**src/rtl/multi_chan_counter_if.sv**
```systemverilog
// Bundle of the control and observation signals of the multi-channel counter bank.
// Ports: Slt/En/Dir/Sat/Load/LoadVal/Clr go towards the counter bank; Count/Ovf/Tick come back.
// master = stimulus/controller side, slave = counter bank side.
interface multi_chan_counter_if #(
  parameter int WIDTH    = 64,
  parameter int CHANNELS = 2,
  parameter int SEL_W    = 1
);
  logic [SEL_W-1:0]          Slt;
  logic                      En;
  logic                      Dir;
  logic                      Sat;
  logic                      Load;
  logic [WIDTH-1:0]          LoadVal;
  logic                      Clr;
  logic [CHANNELS*WIDTH-1:0] Count;
  logic [CHANNELS-1:0]       Ovf;
  logic                      Tick;

  modport master (
    output Slt, En, Dir, Sat, Load, LoadVal, Clr,
    input  Count, Ovf, Tick
  );

  modport slave (
    input  Slt, En, Dir, Sat, Load, LoadVal, Clr,
    output Count, Ovf, Tick
  );
endinterface

```
**src/rtl/multi_chan_counter.sv**
```systemverilog
// Bank of CHANNELS WIDTH-bit up/down counters; one channel (Slt) is cleared, loaded or stepped per cycle.
// Latency: every effect shows on Count/Ovf/Tick one cycle after the sampling edge.
// Backpressure: none; every cycle's command is accepted. Ports: Clk, Reset (async active-low), bus (slave modport).
module multi_chan_counter #(
  parameter int WIDTH    = 64,
  parameter int CHANNELS = 2,
  parameter int SEL_W    = 1,
  parameter int DIV      = 1
) (
  input  logic                  Clk,
  input  logic                  Reset,
  multi_chan_counter_if.slave   bus
);

  // Prescaler needs at least one bit even when DIV=1 (it then stays at 0).
  localparam int              PC_W    = (DIV > 1) ? $clog2(DIV) : 1;
  localparam logic [PC_W-1:0] PC_LAST = PC_W'(DIV - 1);
  localparam logic [WIDTH-1:0] MAX    = '1;

  logic [PC_W-1:0]           pc_q, pc_d;
  logic [CHANNELS*WIDTH-1:0] cnt_q, cnt_d;
  logic [CHANNELS-1:0]       ovf_q, ovf_d;
  logic                      tick_q, tick_d;
  logic [WIDTH-1:0]          cur;

  always_comb begin
    pc_d   = pc_q;
    cnt_d  = cnt_q;
    ovf_d  = ovf_q;
    cur    = '0;
    tick_d = bus.En && (pc_q == PC_LAST);

    // Prescaler runs on En alone, independent of channel selection and Clr/Load.
    if (bus.En) begin
      pc_d = (pc_q == PC_LAST) ? '0 : pc_q + PC_W'(1);
    end

    // An out-of-range Slt matches no index, so every channel holds.
    for (int i = 0; i < CHANNELS; i++) begin
      if (bus.Slt == SEL_W'(i)) begin
        cur = cnt_q[i*WIDTH +: WIDTH];
        if (bus.Clr) begin
          cnt_d[i*WIDTH +: WIDTH] = '0;
          ovf_d[i]                = 1'b0;
        end else if (bus.Load) begin
          cnt_d[i*WIDTH +: WIDTH] = bus.LoadVal;
        end else if (tick_d) begin
          if (!bus.Dir) begin
            if (cur == MAX) begin
              ovf_d[i] = 1'b1;
              if (!bus.Sat) cnt_d[i*WIDTH +: WIDTH] = '0;
            end else begin
              cnt_d[i*WIDTH +: WIDTH] = cur + WIDTH'(1);
            end
          end else begin
            if (cur == '0) begin
              ovf_d[i] = 1'b1;
              if (!bus.Sat) cnt_d[i*WIDTH +: WIDTH] = MAX;
            end else begin
              cnt_d[i*WIDTH +: WIDTH] = cur - WIDTH'(1);
            end
          end
        end
      end
    end
  end

  always_ff @(posedge Clk or negedge Reset) begin
    if (!Reset) begin
      pc_q   <= '0;
      cnt_q  <= '0;
      ovf_q  <= '0;
      tick_q <= 1'b0;
    end else begin
      pc_q   <= pc_d;
      cnt_q  <= cnt_d;
      ovf_q  <= ovf_d;
      tick_q <= tick_d;
    end
  end

  assign bus.Count = cnt_q;
  assign bus.Ovf   = ovf_q;
  assign bus.Tick  = tick_q;

endmodule

```
**src/flat_wrapper.sv**
```systemverilog
// flat-port wrapper written by rule: the top's interface ports become plain ports
module multi_chan_counter_flat 
#(
  parameter int WIDTH    = 64,
  parameter int CHANNELS = 2,
  parameter int SEL_W    = 1,
  parameter int DIV      = 1
)
  (Clk, Reset, bus_Slt, bus_En, bus_Dir, bus_Sat, bus_Load, bus_LoadVal, bus_Clr, bus_Count, bus_Ovf, bus_Tick);
  multi_chan_counter_if #(.WIDTH(WIDTH), .CHANNELS(CHANNELS), .SEL_W(SEL_W)) bus_i ();
  input  logic Clk;
  input  logic Reset;
  input wire logic [$bits(bus_i.Slt)-1:0] bus_Slt;
  input wire logic [$bits(bus_i.En)-1:0] bus_En;
  input wire logic [$bits(bus_i.Dir)-1:0] bus_Dir;
  input wire logic [$bits(bus_i.Sat)-1:0] bus_Sat;
  input wire logic [$bits(bus_i.Load)-1:0] bus_Load;
  input wire logic [$bits(bus_i.LoadVal)-1:0] bus_LoadVal;
  input wire logic [$bits(bus_i.Clr)-1:0] bus_Clr;
  output wire logic [$bits(bus_i.Count)-1:0] bus_Count;
  output wire logic [$bits(bus_i.Ovf)-1:0] bus_Ovf;
  output wire logic [$bits(bus_i.Tick)-1:0] bus_Tick;
  assign bus_i.Slt = bus_Slt;
  assign bus_i.En = bus_En;
  assign bus_i.Dir = bus_Dir;
  assign bus_i.Sat = bus_Sat;
  assign bus_i.Load = bus_Load;
  assign bus_i.LoadVal = bus_LoadVal;
  assign bus_i.Clr = bus_Clr;
  assign bus_Count = bus_i.Count;
  assign bus_Ovf = bus_i.Ovf;
  assign bus_Tick = bus_i.Tick;
  multi_chan_counter #(.WIDTH(WIDTH), .CHANNELS(CHANNELS), .SEL_W(SEL_W), .DIV(DIV)) u_core (.Clk(Clk), .Reset(Reset), .bus(bus_i));
endmodule
```
**config.mk**
```make
export PLATFORM = sky130hd
export DESIGN_NAME = multi_chan_counter_flat
export DESIGN_NICKNAME = d
export VERILOG_FILES = /design/src/rtl/multi_chan_counter_if.sv /design/src/rtl/multi_chan_counter.sv /design/src/flat_wrapper.sv
export SDC_FILE = /design/constraint.sdc
export NUM_CORES = 1
export LEC_CHECK = 0
export CORE_UTILIZATION = 29
export DETAILED_ROUTE_END_ITERATION = 12
export DONT_BUFFER_PORTS = 1
export GPL_TIMING_DRIVEN = 0
export PLACE_DENSITY_LB_ADDON = 0.08
export SLEW_MARGIN = 10
export SYNTH_ARGS = -nofsm -noshare
export SYNTH_HDL_FRONTEND = slang
export SYNTH_SLANG_ARGS = --single-unit
export TNS_END_PERCENT = 1
```
**constraint.sdc**
```tcl
create_clock -name Clk -period 2.8 [get_ports Clk]
set_input_delay 0.42 -clock Clk [delete_from_list [all_inputs] [get_ports Clk]]
set_output_delay 0.42 -clock Clk [all_outputs]
set_load 0.1 [all_outputs]
```
-- Yosys cells after proc, flatten, opt, wreduce, memory -nomap -nowiden
Cells that the tools add are included.
Widths: inputs -> output; s select.
- register bits: 132
- bits of input ports: 72
- output and inout bits: 131
- add/subtract/negate cells: 5
- eq/ne operators: 9
- mux-type cells: 27
- bitwise operators: 2
- reduce and logical (&&, ||, !) cells: 11
- operators with widths (operator ; number):
    $mux 64 ; 14
    $add 64x1->64 const B ; 2
    $eq 64x64->1 const B ; 2
    $logic_not 64->1 ; 2
    $sub 64x1->64 const B ; 2
    $ne 5x5->1 const B ; 4
    $mux 1 ; 13
    $reduce_and 5->1 ; 2
    $reduce_bool 3->1 ; 3
    $reduce_and 4->1 ; 2
    $ne 3x1->1 const B ; 2
    $ne 2x1->1 const B ; 1
    $not 1->1 ; 2
    $reduce_bool 2->1 ; 1
    $add 1x1->1 const B ; 1
    $logic_and 1x1->1 ; 1

-- Depth between registers and ports, before layout
- word-level depth: 6
- depth in mapped cells: 12

-- Least setup slack after synthesis
Ideal clock, no wire load.
- kind: register to register
- from: register u_core.cnt_q[89], in the netlist u_core.bus.Count[89]
- to: register u_core.cnt_q[121], in the netlist u_core.bus.Count[121]
- library setup time: 0.130 ns
- arrival time: 3.399 ns
- data required time: 2.670 ns
- setup slack: -0.729 ns
- cell stages (with the launch flop): 10
- period minus slack after synthesis: 3.529 ns
- cells stage by stage: dfrtp_1 buf_2 nand4_1 or4_1 or3_1 o32ai_4 a211oi_2 buf_2 a32oi_1 o21ai_1
- word-level cells in the longest chain between the ends: 6
- elaborated cells on any way between the ends: 13
- classes of those cells: add/sub (2); eq/ne (3); mux (6); reduce/logical (2)
- ends and longest elaborated chain (item ; line ; source):
    from (decl) ; multi_chan_counter.sv:21 ; logic [CHANNELS*WIDTH-1:0] cnt_q, cnt_d;
    from (signal assigned) ; multi_chan_counter.sv:76 ; cnt_q <= cnt_d;
    $add 64x1->64, or another cell as far along ; multi_chan_counter.sv:53 ; cnt_d[i*WIDTH +: WIDTH] = cur + WIDTH'(1);
    $mux 64, on equally long branches ; multi_chan_counter.sv:49, multi_chan_counter.sv:56 ;
    $mux 64 ; multi_chan_counter.sv:48 ; if (!bus.Dir) begin
    $mux 64 ; multi_chan_counter.sv:47 ; end else if (tick_d) begin
    $mux 64 ; multi_chan_counter.sv:45 ; end else if (bus.Load) begin
    $mux 64 ; multi_chan_counter.sv:42 ; if (bus.Clr) begin
Several ways; a longest one is shown, not always the timed one. The select of a mux whose other input is x is not followed.
A chain may end at the register's enable or synchronous reset.

-- Worst setup path in the final report
- from: input bus_Dir
- to: register u_core.cnt_q[56], in the netlist u_core.bus.Count[56]
- word-level cells in the longest chain between the ends: 4
- elaborated cells on any way between the ends: 7
- classes of those cells: eq/ne (2); mux (4); reduce/logical (1)
- ends and longest elaborated chain (item ; line ; source):
    from (decl) ; flat_wrapper.sv:15 ; input wire logic [$bits(bus_i.Dir)-1:0] bus_Dir;
    $mux 64 ; multi_chan_counter.sv:48 ;
    $mux 64 ; multi_chan_counter.sv:47 ;
    $mux 64 ; multi_chan_counter.sv:45 ;
    $mux 64 ; multi_chan_counter.sv:42 ;
Several ways; a longest one is shown, not always the timed one. The select of a mux whose other input is x is not followed.

==> results.toml <==
[final_layout]
area_growth_pct = 27.6
layout_commonest_cell = "nand2_1"
drive_above_1_share_pct = 26.7
fill_cells = 4881
finalNonFillerCells = 2540
utilization_pct = 37.8
nets = 2002
mostFrequentLayoutCells = "144 x nand2_1, 118 x nor2_1, 86 x nand3_1, 85 x dfrtp_4, 84 x nand4_1"

[pwr]
seqPwrFrac_pct = 42.3
combPwrFrac_pct = 31.5
vdd_drop_max_v = 0.000366
switching_power_w = 0.00499
p_int_w = 0.00478
power.density_mw_per_mm2 = 567
leakagePower_nw = 5.97
design_power_total_w = 0.00977
p_sw_share_pct = 51.1
clockPowerShare_pct = 26.2

[worst_setup_path]
regToRegEndpoint = "u_core.bus.Count[44]$_DFFE_PN0P_"
cpLargestDelayFamily = "buffers and inverters"
critPathMostFrequentCell = "clkbuf_2"
setup.worst_path.start = "bus_Dir"
regToRegSetupSlack_ps = -720
crit_chain = "clkbuf_2 -> clkbuf_2 -> clkbuf_2 -> clkbuf_2 -> clkbuf_1 -> o211ai_1 -> o311ai_2"
critPathBufInv = 5
arrival_ps = 3970
crit_required_ps = 3160
path_depth = 7
cp-start-kind = "input pin"
cp_max_fo = 10
crit_type = "in -> reg"
cpPeakStageDelay_ps = 830
endpoint = "u_core.bus.Count[56]$_DFFE_PN0P_"
end_kind = "register"
reg2reg_from = "u_core.bus.Count[31]$_DFFE_PN0P_"
reg2reg_depth = 9
worst_path_max_delay_cell = "clkbuf_1"

[grt]
overflow = 0
track_usage_pct = 37.6
grt_max_degree = 132
grt_first_pass_wirelength_um = 126000
antenna_found_initial = 4
grt_pass1_vias = 16408

[sta]
fin_crit_sh_pct = 129
maxSlewViolCount = 0
fmax_ghz = 0.277
rsz0062_at_grt = "yes"
hold_viol_final = 131
whs_ps = -383
worst_pin_slew_ps = 1410
finClkSkew_ps = 22.5
min_period_ps = 3610
fin_ws_ps = -808
slew_headroom_pct = 6.12
setup_violations = 130

[route]
first_pass_iters = 6
wl_um = 90000
vias = 17266
drt_iter0_drc = 2165
routed_via_density = 6.80
ant_nets = 0
drcViolationCount = 0
routedWlPerCell_um = 35.4

[placement]
port_buffers = 0
gp_congestion = 0.987
dp.cells = 2436
dp_hpwl_um = 66400

[synthesis]
synth-xor-area-share_pct = 7.58
synthCells = 1836
ys.flop_type = "dfrtp_1"
synth-async-reset-ratio_pct = 100
synthAdderAreaFrac_pct = 0.555
syn-num-nets = 1914
yosys.area_share.simple_pct = 31.5
ys_warn_count = 0
ys_ff_latch = 131
synthMuxAreaShare_pct = 0.537
synth_edf_count = 0
synth_top_family_by_area = "simple AND/OR/NAND/NOR gates"
ys_types = 90
synth_seq_area_share_pct = 24.3
syn_area_mm2 = 0.0135
synth_compound_area_share_pct = 27.7
avgSynthCellArea_um2 = 7.36

[clock_tree]
cts-root-buf = "clkbuf_16"
tritoncts = "yes"
cts_sinks = 131
cts_buffers = 17
cts.path.max_buffers = 2
h-tree-depth = 4
cts.clk_slew.worst_paths_ps = 80
clk_latency_ps = 510
holdBufCountCts = 1

[floorplanning]
num_rows = 78
core_mm2 = 0.0457
dieHeight_um = 218
boundaryPins = 203
dieArea_mm2 = 0.0475
start_util_pct = 29.6
die_x_um = 218

[status]
outcome = "complete, but fails checks"
violations = "negative hold slack, negative setup slack"

[hold_path]
hold_path_class = "in -> async"

[job]
drv_cap = 0
==> logic make-up (layout without fill, tap and decap cells) <==
logic type | count (synthesis) | in the layout
DFF | 131 | 131
AOI/OAI and AO/OA | 541 | 541
and+or+nand+nor | 793 | 793
muxes | 7 | 7
other | 0 | 3
buffers and inverters | 241 | 342
xor gates and xnor gates | 117 | 117
adders and majority gates | 6 | 6
==> how the worst min path moves through the flow <==
stage	startpoint	end	slack, ps	cells past startpoint
6_report	Reset	u_core.bus.Count[127]$_DFFE_PN0P_	-380	0
5_1_grt	Reset	u_core.bus.Count[127]$_DFFE_PN0P_	-400	0
4_1_cts	Reset	u_core.bus.Count[127]$_DFFE_PN0P_	-420	0
3_5_place_dp	Reset	u_core.bus.Count[84]$_DFFE_PN0P_	130	0
3_3_place_gp	Reset	u_core.bus.Count[84]$_DFFE_PN0P_	130	0
2_1_floorplan	Reset	u_core.bus.Count[0]$_DFFE_PN0P_	120	0
==> state kept, by name (all words and copies together) (netlist names) <==
signal / cells
u_core.bus.Count: 128
u_core.bus.Ovf: 2
u_core.bus.Tick: 1
==> layer usage <==
| layer | share of wire [%] | vias to the layer above | GRT usage (%) |
|---|---|---|---|
| li1 | - | 7198 | - |
| met1 | 41 | 8633 | 49.8 |
| met2 | 41 | 1198 | 53.0 |
| met3 | 12 | 233 | 12.7 |
| met4 | 5.8 | 4 | 20.4 |
| met5 | 0.028 | - | 0 |
==> stage by stage <==
stage	TNS, ps	area [µm²]	setup WS (ps)
finish	-70330	17200	-808
global placement	-251130	14400	-2740
CTS	-66470	16900	-695
detailed placement	-227210	14400	-2500
global route	-79200	17200	-773
floorplan	-54620	13600	-480
==> power by group through the flow <==
stage               clock network (W)  registers, W  logic, W
CTS                           0.00260       0.00413   0.00288
finish                        0.00256       0.00414   0.00308
detailed placement                  0       0.00404   0.00256
floorplan                           0       0.00389   0.00171
global route                  0.00266       0.00416   0.00322
global placement                    0       0.00404   0.00258
==> Yosys cell counts, drive strengths merged, types with 6 or more instances <==
library cell / number / share of area, %
a211o: 11 / 0.71
a211oi: 10 / 0.59
a21boi: 6 / 0.33
a21o: 10 / 0.56
a21oi: 79 / 3.0
a221oi: 6 / 0.39
a22o: 44 / 2.9
a311oi: 14 / 1.0
a31oi: 43 / 2.0
a32oi: 22 / 1.4
a41oi: 7 / 0.45
and2: 14 / 0.65
and3: 24 / 1.1
and4: 13 / 0.84
buf: 54 / 2.6
clkbuf: 157 / 4.4
dfrtp: 131 / 24
ha: 6 / 0.56
inv: 28 / 0.78
nand2: 157 / 4.4
nand2b: 8 / 0.37
nand3: 91 / 3.4
nand4: 84 / 3.9
nor2: 121 / 3.4
nor2b: 11 / 0.51
nor3: 86 / 3.3
nor3b: 10 / 0.56
nor4: 79 / 4.0
o211ai: 16 / 0.93
o21a: 13 / 0.72
o21ai: 132 / 4.9
o221ai: 19 / 1.2
o22ai: 21 / 0.97
o31a: 8 / 0.52
o31ai: 30 / 1.7
o41ai: 7 / 0.45
or2: 7 / 0.32
or3: 43 / 2.0
or4: 29 / 1.7
xnor2: 62 / 4.0
xor2: 55 / 3.6
==> final cells by class <==
class | instances | area, µm² | share of cell area [%]
buffer | 209 | 1430 | 8.28
timing repair buffer | 71 | 547 | 3.17
multi-input combinational | 1464 | 10100 | 58.7
tap | 600 | 751 | 4.35
clock buffer | 22 | 464 | 2.69
antenna | 3 | 7.51 | 0.0435
inverter | 30 | 113 | 0.653
clock inverter | 10 | 159 | 0.921
sequential | 131 | 3650 | 21.1
==> what timing repair did <==
action	4_1_cts	5_1_grt
setup buffers	60	10
pin swaps	80	22
hold endpoints to repair	132	131
gates resized for setup	458	79
setup endpoints to repair	130	130
No activity file was read; power rests on OpenSTA's default activity.
